==> src/rtl/dma_busarb_if.sv <==
// dma_busarb_if: DMA request/grant and Z80 BUSRQ/BUSAK signals of dma_busarb.
// The slave modport is the arbiter; master is the DMA engines plus Z80 pins.
interface dma_busarb_if;
    logic [1:0] req;
    logic [1:0] xfer;
    logic [1:0] grant;
    logic       busrq_n;
    logic       busak_n;
    logic       bus_owned;
    logic       timeout_err;
    modport master (output req, xfer, busak_n, input grant, busrq_n, bus_owned, timeout_err);
    modport slave  (input req, xfer, busak_n, output grant, busrq_n, bus_owned, timeout_err);
endinterface

==> src/rtl/dma_busarb.sv <==
// dma_busarb: Z80 bus-mastership arbiter, round-robin between SD and MP3 DMA.
// Optional BUSAK timeout abort is built only with DMA_BUSARB_TIMEOUT_EN.
module dma_busarb #(
    parameter int BURST_MAX   = 16,
    parameter int SYNC_STAGES = 2,
    parameter int ACK_TIMEOUT = 1023
) (
    input logic         clk,
    input logic         rst,
    dma_busarb_if.slave bus
);
    typedef enum logic [2:0] {IDLE, WAITACK, ARB, OWN, GAP, RELEASE} state_t;
    localparam logic [7:0] BMAX = 8'(BURST_MAX);
    if (BURST_MAX < 1 || BURST_MAX > 255 || SYNC_STAGES < 2 || ACK_TIMEOUT < 1) begin : g_bad
        $error("dma_busarb: illegal parameter value");
    end
    state_t state, state_d;
    logic [SYNC_STAGES-1:0] ak_sync;
    logic ak_s, own, win, tmo, err;
    logic rr_last, rr_last_d;
    logic [1:0] grant, grant_d;
    logic busrq_n;
    logic [7:0] burst_cnt, burst_cnt_d, cnt_inc;
    always_ff @(posedge clk or posedge rst)
        if (rst) ak_sync <= '1;
        else ak_sync <= {ak_sync[SYNC_STAGES-2:0], bus.busak_n};
    assign ak_s = ak_sync[SYNC_STAGES-1];
`ifdef DMA_BUSARB_TIMEOUT_EN
    localparam int TW = $clog2(ACK_TIMEOUT + 1);
    localparam logic [TW-1:0] TLIM = TW'(ACK_TIMEOUT - 1);
    logic [TW-1:0] tcnt;
    assign tmo = ak_s && tcnt == TLIM;
    always_ff @(posedge clk or posedge rst)
        if (rst) begin
            tcnt <= '0;
            err  <= 1'b0;
        end else begin
            tcnt <= (state == WAITACK) ? tcnt + 1'b1 : '0;
            err  <= err | (state == WAITACK && tmo);
        end
`else
    assign tmo = 1'b0;
    assign err = 1'b0;
`endif
    assign own     = grant[1];
    assign cnt_inc = burst_cnt + {7'd0, bus.xfer[own]};
    assign win     = bus.req[~rr_last] ? ~rr_last : rr_last;
    always_comb begin
        state_d     = state;
        grant_d     = grant;
        rr_last_d   = rr_last;
        burst_cnt_d = burst_cnt;
        case (state)
            IDLE:    state_d = (|bus.req && !err) ? WAITACK : IDLE;
            WAITACK: state_d = tmo ? IDLE : (!ak_s ? ARB : WAITACK);
            ARB: begin
                state_d = |bus.req ? OWN : RELEASE;
                if (|bus.req) begin
                    grant_d     = win ? 2'b10 : 2'b01;
                    rr_last_d   = win;
                    burst_cnt_d = '0;
                end
            end
            OWN: begin
                burst_cnt_d = cnt_inc;
                // a full burst yields only if the other side is waiting
                if (!bus.req[own] || (cnt_inc == BMAX && bus.req[~own])) begin
                    state_d = GAP;
                    grant_d = '0;
                end else if (cnt_inc == BMAX) burst_cnt_d = '0;
            end
            GAP:     state_d = |bus.req ? ARB : RELEASE;
            RELEASE: state_d = ak_s ? IDLE : RELEASE;
            default: state_d = IDLE;
        endcase
    end
    always_ff @(posedge clk or posedge rst)
        if (rst) begin
            state     <= IDLE;
            grant     <= '0;
            busrq_n   <= 1'b1;
            rr_last   <= 1'b1;
            burst_cnt <= '0;
        end else begin
            state     <= state_d;
            grant     <= grant_d;
            busrq_n   <= !(state_d inside {WAITACK, ARB, OWN, GAP});
            rr_last   <= rr_last_d;
            burst_cnt <= burst_cnt_d;
        end
    assign bus.grant       = grant;
    assign bus.busrq_n     = busrq_n;
    assign bus.bus_owned   = !ak_s && state != IDLE;
    assign bus.timeout_err = err;
endmodule

==> src/flat_wrapper.sv <==
// flat-port wrapper written by rule: the top's interface ports become plain ports
module dma_busarb_flat 
#(
    parameter int BURST_MAX   = 16,
    parameter int SYNC_STAGES = 2,
    parameter int ACK_TIMEOUT = 1023
)
  (clk, rst, bus_req, bus_xfer, bus_busak_n, bus_grant, bus_busrq_n, bus_bus_owned, bus_timeout_err);
  dma_busarb_if bus_i ();
  input logic clk;
  input logic rst;
  input wire logic [$bits(bus_i.req)-1:0] bus_req;
  input wire logic [$bits(bus_i.xfer)-1:0] bus_xfer;
  input wire logic [$bits(bus_i.busak_n)-1:0] bus_busak_n;
  output wire logic [$bits(bus_i.grant)-1:0] bus_grant;
  output wire logic [$bits(bus_i.busrq_n)-1:0] bus_busrq_n;
  output wire logic [$bits(bus_i.bus_owned)-1:0] bus_bus_owned;
  output wire logic [$bits(bus_i.timeout_err)-1:0] bus_timeout_err;
  assign bus_i.req = bus_req;
  assign bus_i.xfer = bus_xfer;
  assign bus_i.busak_n = bus_busak_n;
  assign bus_grant = bus_i.grant;
  assign bus_busrq_n = bus_i.busrq_n;
  assign bus_bus_owned = bus_i.bus_owned;
  assign bus_timeout_err = bus_i.timeout_err;
  dma_busarb #(.BURST_MAX(BURST_MAX), .SYNC_STAGES(SYNC_STAGES), .ACK_TIMEOUT(ACK_TIMEOUT)) u_core (.clk(clk), .rst(rst), .bus(bus_i));
endmodule
==> config.mk <==
export PLATFORM = sky130hd
export DESIGN_NAME = dma_busarb_flat
export DESIGN_NICKNAME = d
export VERILOG_FILES = /design/src/rtl/dma_busarb_if.sv /design/src/rtl/dma_busarb.sv /design/src/flat_wrapper.sv
export SDC_FILE = /design/constraint.sdc
export NUM_CORES = 1
export LEC_CHECK = 0
export BUFFER_PORTS_ARGS = -buffer_cell sky130_fd_sc_hd__buf_4
export CORE_MARGIN = 2
export CORE_UTILIZATION = 39
export CTS_BUF_LIST = sky130_fd_sc_hd__clkbuf_4 sky130_fd_sc_hd__clkbuf_8
export DETAILED_ROUTE_END_ITERATION = 6
export GPL_TIMING_DRIVEN = 0
export HOLD_SLACK_MARGIN = 0.08
export SETUP_SLACK_MARGIN = 0.15
export SLEW_MARGIN = 5
export SYNTH_ARGS = -nofsm -noshare
export SYNTH_HDL_FRONTEND = slang
export SYNTH_SLANG_ARGS = --single-unit
==> constraint.sdc <==
create_clock -name clk -period 3.1 [get_ports clk]
set_clock_uncertainty 0.15 [all_clocks]
set_input_delay 0.31 -clock clk [delete_from_list [all_inputs] [get_ports clk]]
set_output_delay 0.31 -clock clk [all_outputs]
set_load 0.005 [all_outputs]
==> results of run 1 <==
## metal layers
layer | wire length (um) | GRT usage [%] | vias up
met5 | 0 | 0 | -
met4 | 31 | 5.980 | 0
met3 | 72 | 2.009 | 4
met2 | 1184 | 26.79 | 19
met1 | 1060 | 21.77 | 451
li1 | - | - | 456
## placed cells by master, fill, tap and decap left out, types with 3 or more instances in the layout
master / instances
clkbuf_4: 4
nor2_1: 9
o21ai_0: 14
nand3_1: 4
dfstp_2: 4
a21oi_1: 5
inv_1: 3
nand2_1: 10
and3_1: 3
buf_4: 9
a31oi_1: 4
and3_4: 3
buf_2: 4
dfrtp_1: 13
## per-stage QoR
| stage | hold slack, ps | utilization [%] | std cells |
|---|---|---|---|
| finish | 152.5 | 46.32 | 162 |
| global placement | 197.8 | 44.51 | 156 |
| global route | 178.4 | 46.32 | 162 |
| detailed placement | 199.3 | 44.51 | 156 |
| CTS | 146.5 | 46.32 | 162 |
| floorplan | 83.15 | - | 117 |
## how the worst min path moves through the flow
stage                                  from             endpoint  slack, ps  depth (start not counted)
after floorplan                         rst  u_core.burst_cnt[0]         80                          1
after detailed placement  u_core.ak_sync[0]    u_core.ak_sync[1]        200                          0
after global placement    u_core.ak_sync[0]    u_core.ak_sync[1]        200                          0
after CTS                        bus_req[0]       u_core.rr_last        150                          2
after global routing             bus_req[0]       u_core.rr_last        180                          2
final                            bus_req[0]       u_core.rr_last        150                          2
## cells in the mapped netlist, types with 2 or more instances
master,instances
buf_6,2
and3_1,3
dfrtp_1,13
dfstp_2,4
nand2_1,10
a31o_1,2
and3_4,3
inv_1,3
a31oi_1,4
xnor2_1,2
a22o_1,2
nor3b_1,2
ha_1,2
o21ai_0,14
nand3_1,4
a21oi_1,5
nor2_1,9
a311oi_1,2
buf_2,4
## cell families (layout without fill, tap and decap cells)
| group | Yosys count | count (layout) |
|---|---|---|
| muxes | 2 | 2 |
| AOI/OAI and AO/OA | 39 | 39 |
| other | 1 | 1 |
| adders and majority gates | 2 | 2 |
| buffers and inverters | 11 | 25 |
| xor gates and xnor gates | 3 | 3 |
| and+or+nand+nor | 42 | 42 |
| DFF | 17 | 17 |
## flip-flops by register name, indices dropped and copies added (netlist names)
register,count
u_core.state,3
u_core.bus.busrq_n,1
u_core.burst_cnt,8
u_core.ak_sync,2
u_core.bus.grant,2
u_core.rr_last,1
## power by group through the flow
stage | clock network (W) | logic (W) | registers (W)
2_1_floorplan | 0 | 0.000330 | 0.000334
3_3_place_gp | 0 | 0.000427 | 0.000341
3_5_place_dp | 0 | 0.000438 | 0.000345
4_1_cts | 0.000134 | 0.000441 | 0.000340
5_1_grt | 0.000144 | 0.000488 | 0.000349
6_report | 0.000128 | 0.000436 | 0.000340
## area by class of cell
class | count | area share (%)
plain buffers | 8 | 4.212
clock buffers | 4 | 2.351
inverters | 3 | 0.8815
multi-input cells | 89 | 49.56
flip-flops and latches | 17 | 33.69
well taps | 31 | 3.036
repair buffers | 10 | 6.268
## timing repair
item | CTS | global route
endpoints found under the hold margin | 14 | 0
endpoints found under the setup margin | 0 | 0
hold buffers | 2 | 0
## worst max-delay path: stages (launching register included)
cell and delay [ps]:
dfrtp_1 440, mux2_2 360, ha_1 270, ha_1 300, nor3b_1 200, a31oi_1 90
nor4_4 220, nand4_2 200, a41o_1 250
==> impl_metrics.env, run 1 <==
export IMPL_outcome="complete, no violations"
export IMPL_synth_compound_area_share_pct=25.83
export IMPL_maxSlewHeadroom_pct=54.31
export IMPL_ys_seq_elements=17
export IMPL_p_leak_nw=0.5467
export IMPL_drv_cap=0
export IMPL_switching_share_pct=39.10
export IMPL_rsz0062_at_grt="false"
export IMPL_tns_ps=0
export IMPL_rows=19
export IMPL_max_slew_worst_pin_slew_ps=684.5
export IMPL_core_sq_um=2758
export IMPL_cts_htree_levels=1
export IMPL_first_pass_iters=5
export IMPL_root_buffer="clkbuf_4"
export IMPL_die_h_um=57.80
export IMPL_antenna_found_initial=0
export IMPL_hp_class="input pin to register"
export IMPL_cts_buffers=3
export IMPL_rr_worst_depth=8
export IMPL_multiInputGateArea_sq_um=633.1
export IMPL_r2r_slack_ps=520
export IMPL_internal_power_w=0.0005509
export IMPL_setup_slack_ps=520.1
export IMPL_drv_slew=0
export IMPL_muxShareOfSynthArea_pct=2.328
export IMPL_fin_area_sq_um=1277
export IMPL_p_total_w=0.0009046
export IMPL_grt_overflow_total=0
export IMPL_port_buffers=8
export IMPL_yosys_area_share_xor_xnor_pct=2.328
export IMPL_cts_setup_buffers=0
export IMPL_dp_slack_ps=555.0
export IMPL_critPathArrivalTime_ps=2620
export IMPL_critPathMaxFanout=7
export IMPL_cts_sinks=17
export IMPL_clk_pin_slew_worst_paths_ps=100
export IMPL_initial_utilization_pct=40.93
export IMPL_p_seq_share_pct=37.6
export IMPL_grt_usage_pct=16.21
export IMPL_gp_congestion=0.7292
export IMPL_fin_crit_sh_pct=83.22
export IMPL_clockBufferDepth=2
export IMPL_grt_max_degree=18
export IMPL_die_w_um=57.80
export IMPL_worstReg2RegStart="u_core.bus.grant[1]"
export IMPL_place_area_sq_um=1227
export IMPL_ys_seq_area_share_pct=38.14
export IMPL_p_clk_share_pct=14.1
export IMPL_wl_mm=2.349
export IMPL_synth_fa_ha_area_share_pct=2.217
export IMPL_cp_endpoint="u_core.bus.grant[0]"
export IMPL_rr_endpoint="u_core.bus.grant[0]"
export IMPL_finalSetupViolCount=0
export IMPL_synth_top_family_by_area="compound AO/OA/AOI/OAI gates"
export IMPL_grt_pass1_vias=883
export IMPL_synth_simple_area_share_pct=23.06
export IMPL_first_iter_violations=33
export IMPL_pwr_share_comb_pct=48.2
export IMPL_ant_nets=0
export IMPL_avgRoutedWirePerCell_um=14.50
export IMPL_syn_instance_count=117
export IMPL_synth_nets=126
export IMPL_finalCriticalPeriod_ps=2580
export IMPL_async_flop_share_pct=100.0
export IMPL_netlist_top_cell_by_area="dfrtp_1"
export IMPL_diodes=0
export IMPL_start_kind="register"
export IMPL_synth_area_leaders="dfrtp_1 (29%), dfstp_2 (9.3%), o21ai_0 (6.2%)"
export IMPL_netlist_area_sq_um=1129
export IMPL_yosys_most_used_dff="dfrtp_1"
export IMPL_hold_viol=0
export IMPL_synth_warnings=0
export IMPL_die_area_sq_um=3340
export IMPL_vias=930
export IMPL_area_delta_synth_final_pct=13.19
export IMPL_max_freq_mhz=387.6
export IMPL_cts_tree="built"
export IMPL_fillerInstances=270
export IMPL_drive_gt1_share_pct=28.24
export IMPL_synth_cell_types=46
export IMPL_syn_area_per_cell_sq_um=9.646
export IMPL_regArea_sq_um=430.4
export IMPL_netlist_area_leader_share_pct=28.82
export IMPL_dp_hpwl_mm=1.669
export IMPL_layout_nets=141
export IMPL_crit_type="register to register"
export IMPL_drc_errors=0
export IMPL_grt_pass1_wl_mm=4.229
export IMPL_worstSetupEndpointType="register"
export IMPL_io_pins=12
export IMPL_p_switching_w=0.0003537
export IMPL_cellPowerDensity_nw_per_um2=708.1
export IMPL_post_cts_resized=0
export IMPL_peakVddDrop_uv=605.3
export IMPL_synth_edf_count=0
export IMPL_via_per_inst=5.741
export IMPL_clk_latency_ps=290
export IMPL_cp_startpoint="u_core.bus.grant[1]"
export IMPL_cp_required_ps=3140
No activity file was read; power rests on OpenSTA's default activity.
==> inputs of run 2 (changes only) <==
==> constraint.sdc (replaced) <==
create_clock -name clk -period 2.5 [get_ports clk]
set_clock_uncertainty 0.15 [all_clocks]
set_input_delay 0.25 -clock clk [delete_from_list [all_inputs] [get_ports clk]]
set_output_delay 0.25 -clock clk [all_outputs]
set_load 0.005 [all_outputs]
==> run 2 against run 1 <==
Global-route usage is 0.61 points higher. Power increased by 33%. Sequential share of layout area is 2.3 points lower. Critical endpoint is now u_core.state[1]. Critical path depth stayed put. Fmax up 9.7%. Setup slack worse by 370 ps. Via count rose by 3.2%.
==> impl_metrics.env, run 2 (synthesis results as in run 1) <==
export IMPL_outcome="complete, no violations"
export IMPL_grt_pass1_vias=911
export IMPL_worstHoldPathCells=2
export IMPL_first_iter_violations=39
export IMPL_fillerInstances=261
export IMPL_largest_reg_flops=8
export IMPL_multiInputGateArea_sq_um=679.4
export IMPL_dp_hpwl_mm=1.669
export IMPL_cp_required_ps=2540
export IMPL_hold_viol=0
export IMPL_hp_class="input pin to register"
export IMPL_antenna_found_initial=0
export IMPL_avgRoutedWirePerCell_um=14.90
export IMPL_drv_cap=0
export IMPL_initial_utilization_pct=40.93
export IMPL_p_switching_w=0.0004651
export IMPL_finalCriticalPeriod_ps=2352
export IMPL_via_per_inst=5.714
export IMPL_die_area_sq_um=3340
export IMPL_p_leak_nw=0.5873
export IMPL_p_seq_share_pct=35.4
export IMPL_drv_slew=0
export IMPL_grt_overflow_total=0
export IMPL_clk_pin_slew_worst_paths_ps=100
export IMPL_io_pins=12
export IMPL_reg_top3="u_core.burst_cnt: 8 flops, u_core.state: 3 flops"
export IMPL_cts_buffers=3
export IMPL_max_slew_worst_pin_slew_ps=689.1
export IMPL_start_kind="register"
export IMPL_vias=960
export IMPL_r2r_slack_ps=150
export IMPL_top_layer="met4"
export IMPL_finalSetupViolCount=0
export IMPL_critPathMaxFanout=4
export IMPL_wl_met3_um=48
export IMPL_crit_type="register to register"
export IMPL_grt_pass1_wl_mm=4.388
export IMPL_clk_latency_ps=290
export IMPL_drc_errors=0
export IMPL_cts_htree_levels=1
export IMPL_p_total_w=0.001199
export IMPL_clockBufferDepth=2
export IMPL_core_sq_um=2758
export IMPL_die_h_um=57.80
export IMPL_cellPowerDensity_nw_per_um2=873.7
export IMPL_grt_max_degree=18
export IMPL_rsz0062_at_grt="true"
export IMPL_max_freq_mhz=425.2
export IMPL_worstSetupEndpointType="register"
export IMPL_wl_met1_mm=1.125
export IMPL_root_buffer="clkbuf_4"
export IMPL_area_delta_synth_final_pct=21.62
export IMPL_regArea_sq_um=430.4
export IMPL_rows=19
export IMPL_pwr_share_comb_pct=51.2
export IMPL_wl_met2_mm=1.298
export IMPL_fin_crit_sh_pct=94.08
export IMPL_first_pass_iters=4
export IMPL_diodes=0
export IMPL_die_w_um=57.80
export IMPL_peakVddDrop_uv=787.4
export IMPL_rr_worst_depth=8
export IMPL_layout_nets=147
export IMPL_wl_mm=2.503
export IMPL_critPathArrivalTime_ps=2390
export IMPL_layout_common_cells="o21ai_0 (14), buf_4 (14), dfrtp_1 (13)"
export IMPL_ant_nets=0
export IMPL_internal_power_w=0.0007341
export IMPL_largest_register="u_core.burst_cnt"
export IMPL_cts_sinks=17
export IMPL_drive_gt1_share_pct=35.04
export IMPL_maxSlewHeadroom_pct=54.01
export IMPL_switching_share_pct=38.78
export IMPL_fin_util_pct=49.77
export IMPL_p_clk_share_pct=13.3
export IMPL_gp_congestion=0.7292
export IMPL_cts_tree="built"
export IMPL_port_buffers=8
export IMPL_grt_usage_pct=16.82
run 2: cell count changes in the layout (fill, tap and decap cells not counted):
| cell | before | now |
|---|---|---|
| buf_4 | 9 | 14 |
| buf_6 | 2 | 3 |
| a31oi_2 | 1 | 2 |
| mux2_2 | 1 | 0 |
| nor3b_1 | 2 | 1 |
| ha_4 | 0 | 2 |
| ha_1 | 2 | 0 |
| a311oi_2 | 0 | 1 |
| mux2_4 | 1 | 2 |
| a31oi_1 | 4 | 3 |
| a311oi_1 | 2 | 1 |
| nor3b_2 | 1 | 2 |
run 2: path summary, 6_finish.rpt:
path                                      from             endpoint
max                        u_core.bus.grant[1]      u_core.state[1]
min in group asynchronous                  rst      u_core.state[1]
max in group asynchronous                  rst  u_core.burst_cnt[5]
max reg2reg                u_core.bus.grant[1]      u_core.state[1]
min reg2reg                  u_core.ak_sync[0]    u_core.ak_sync[1]
min                                 bus_req[0]       u_core.rr_last
run 2: stage by stage:
| step | setup WS [ps] | hold WS, ps | cells | TNS [ps] | instance area [sq um] |
|---|---|---|---|---|---|
| detailed placement | -45.01 | 199.3 | 156 | -137.7 | 1227 |
| global route | 99.21 | 118.5 | 168 | 0 | 1373 |
| CTS | 143.5 | 86.54 | 166 | 0 | 1348 |
| finish | 148.0 | 96.97 | 168 | 0 | 1373 |
| floorplan | 158.0 | 23.15 | 117 | 0 | 1129 |
| global placement | -11.71 | 197.8 | 156 | -14.77 | 1227 |
run 2: critical path, cell delays in order, from the launching register on:
cell and delay, ps:
dfrtp_1 410, mux2_4 320, ha_4 180, ha_4 170, buf_6 110, and3_4 150, o311ai_4 310, nand4_2 200
a31o_1 250
run 2: repair_timing:
action | in CTS | in global routing
endpoints found under the hold margin | 14 | 0
endpoints found under the setup margin | 6 | 6
resized for setup | 7 | 2
pin swaps | 5 | 4
buffers inserted | 4 | 2
hold buffers | 2 | 0
run 2: final cells by class:
class | instances | area share [%]
Multi-Input combinational cell | 89 | 49.50
Sequential cell | 17 | 31.36
Timing Repair Buffer | 16 | 9.389
Buffer | 8 | 3.920
Tap cell | 31 | 2.826
Clock buffer | 4 | 2.188
Inverter | 3 | 0.8204
run 2: power by group through the flow:
stage               Combinational, W  Clock (W)  Sequential (W)
finish                      0.000614   0.000160        0.000425
CTS                         0.000610   0.000166        0.000424
global route                0.000678   0.000178        0.000436
detailed placement          0.000543          0        0.000428
floorplan                   0.000410          0        0.000415
global placement            0.000530          0        0.000423
run 2: metal layers:
layer | global-route usage, % | vias to the layer above
li1 | - | 471
met1 | 22.33 | 475
met2 | 28.25 | 10
met3 | 2.009 | 4
met4 | 5.980 | 0
met5 | 0 | -
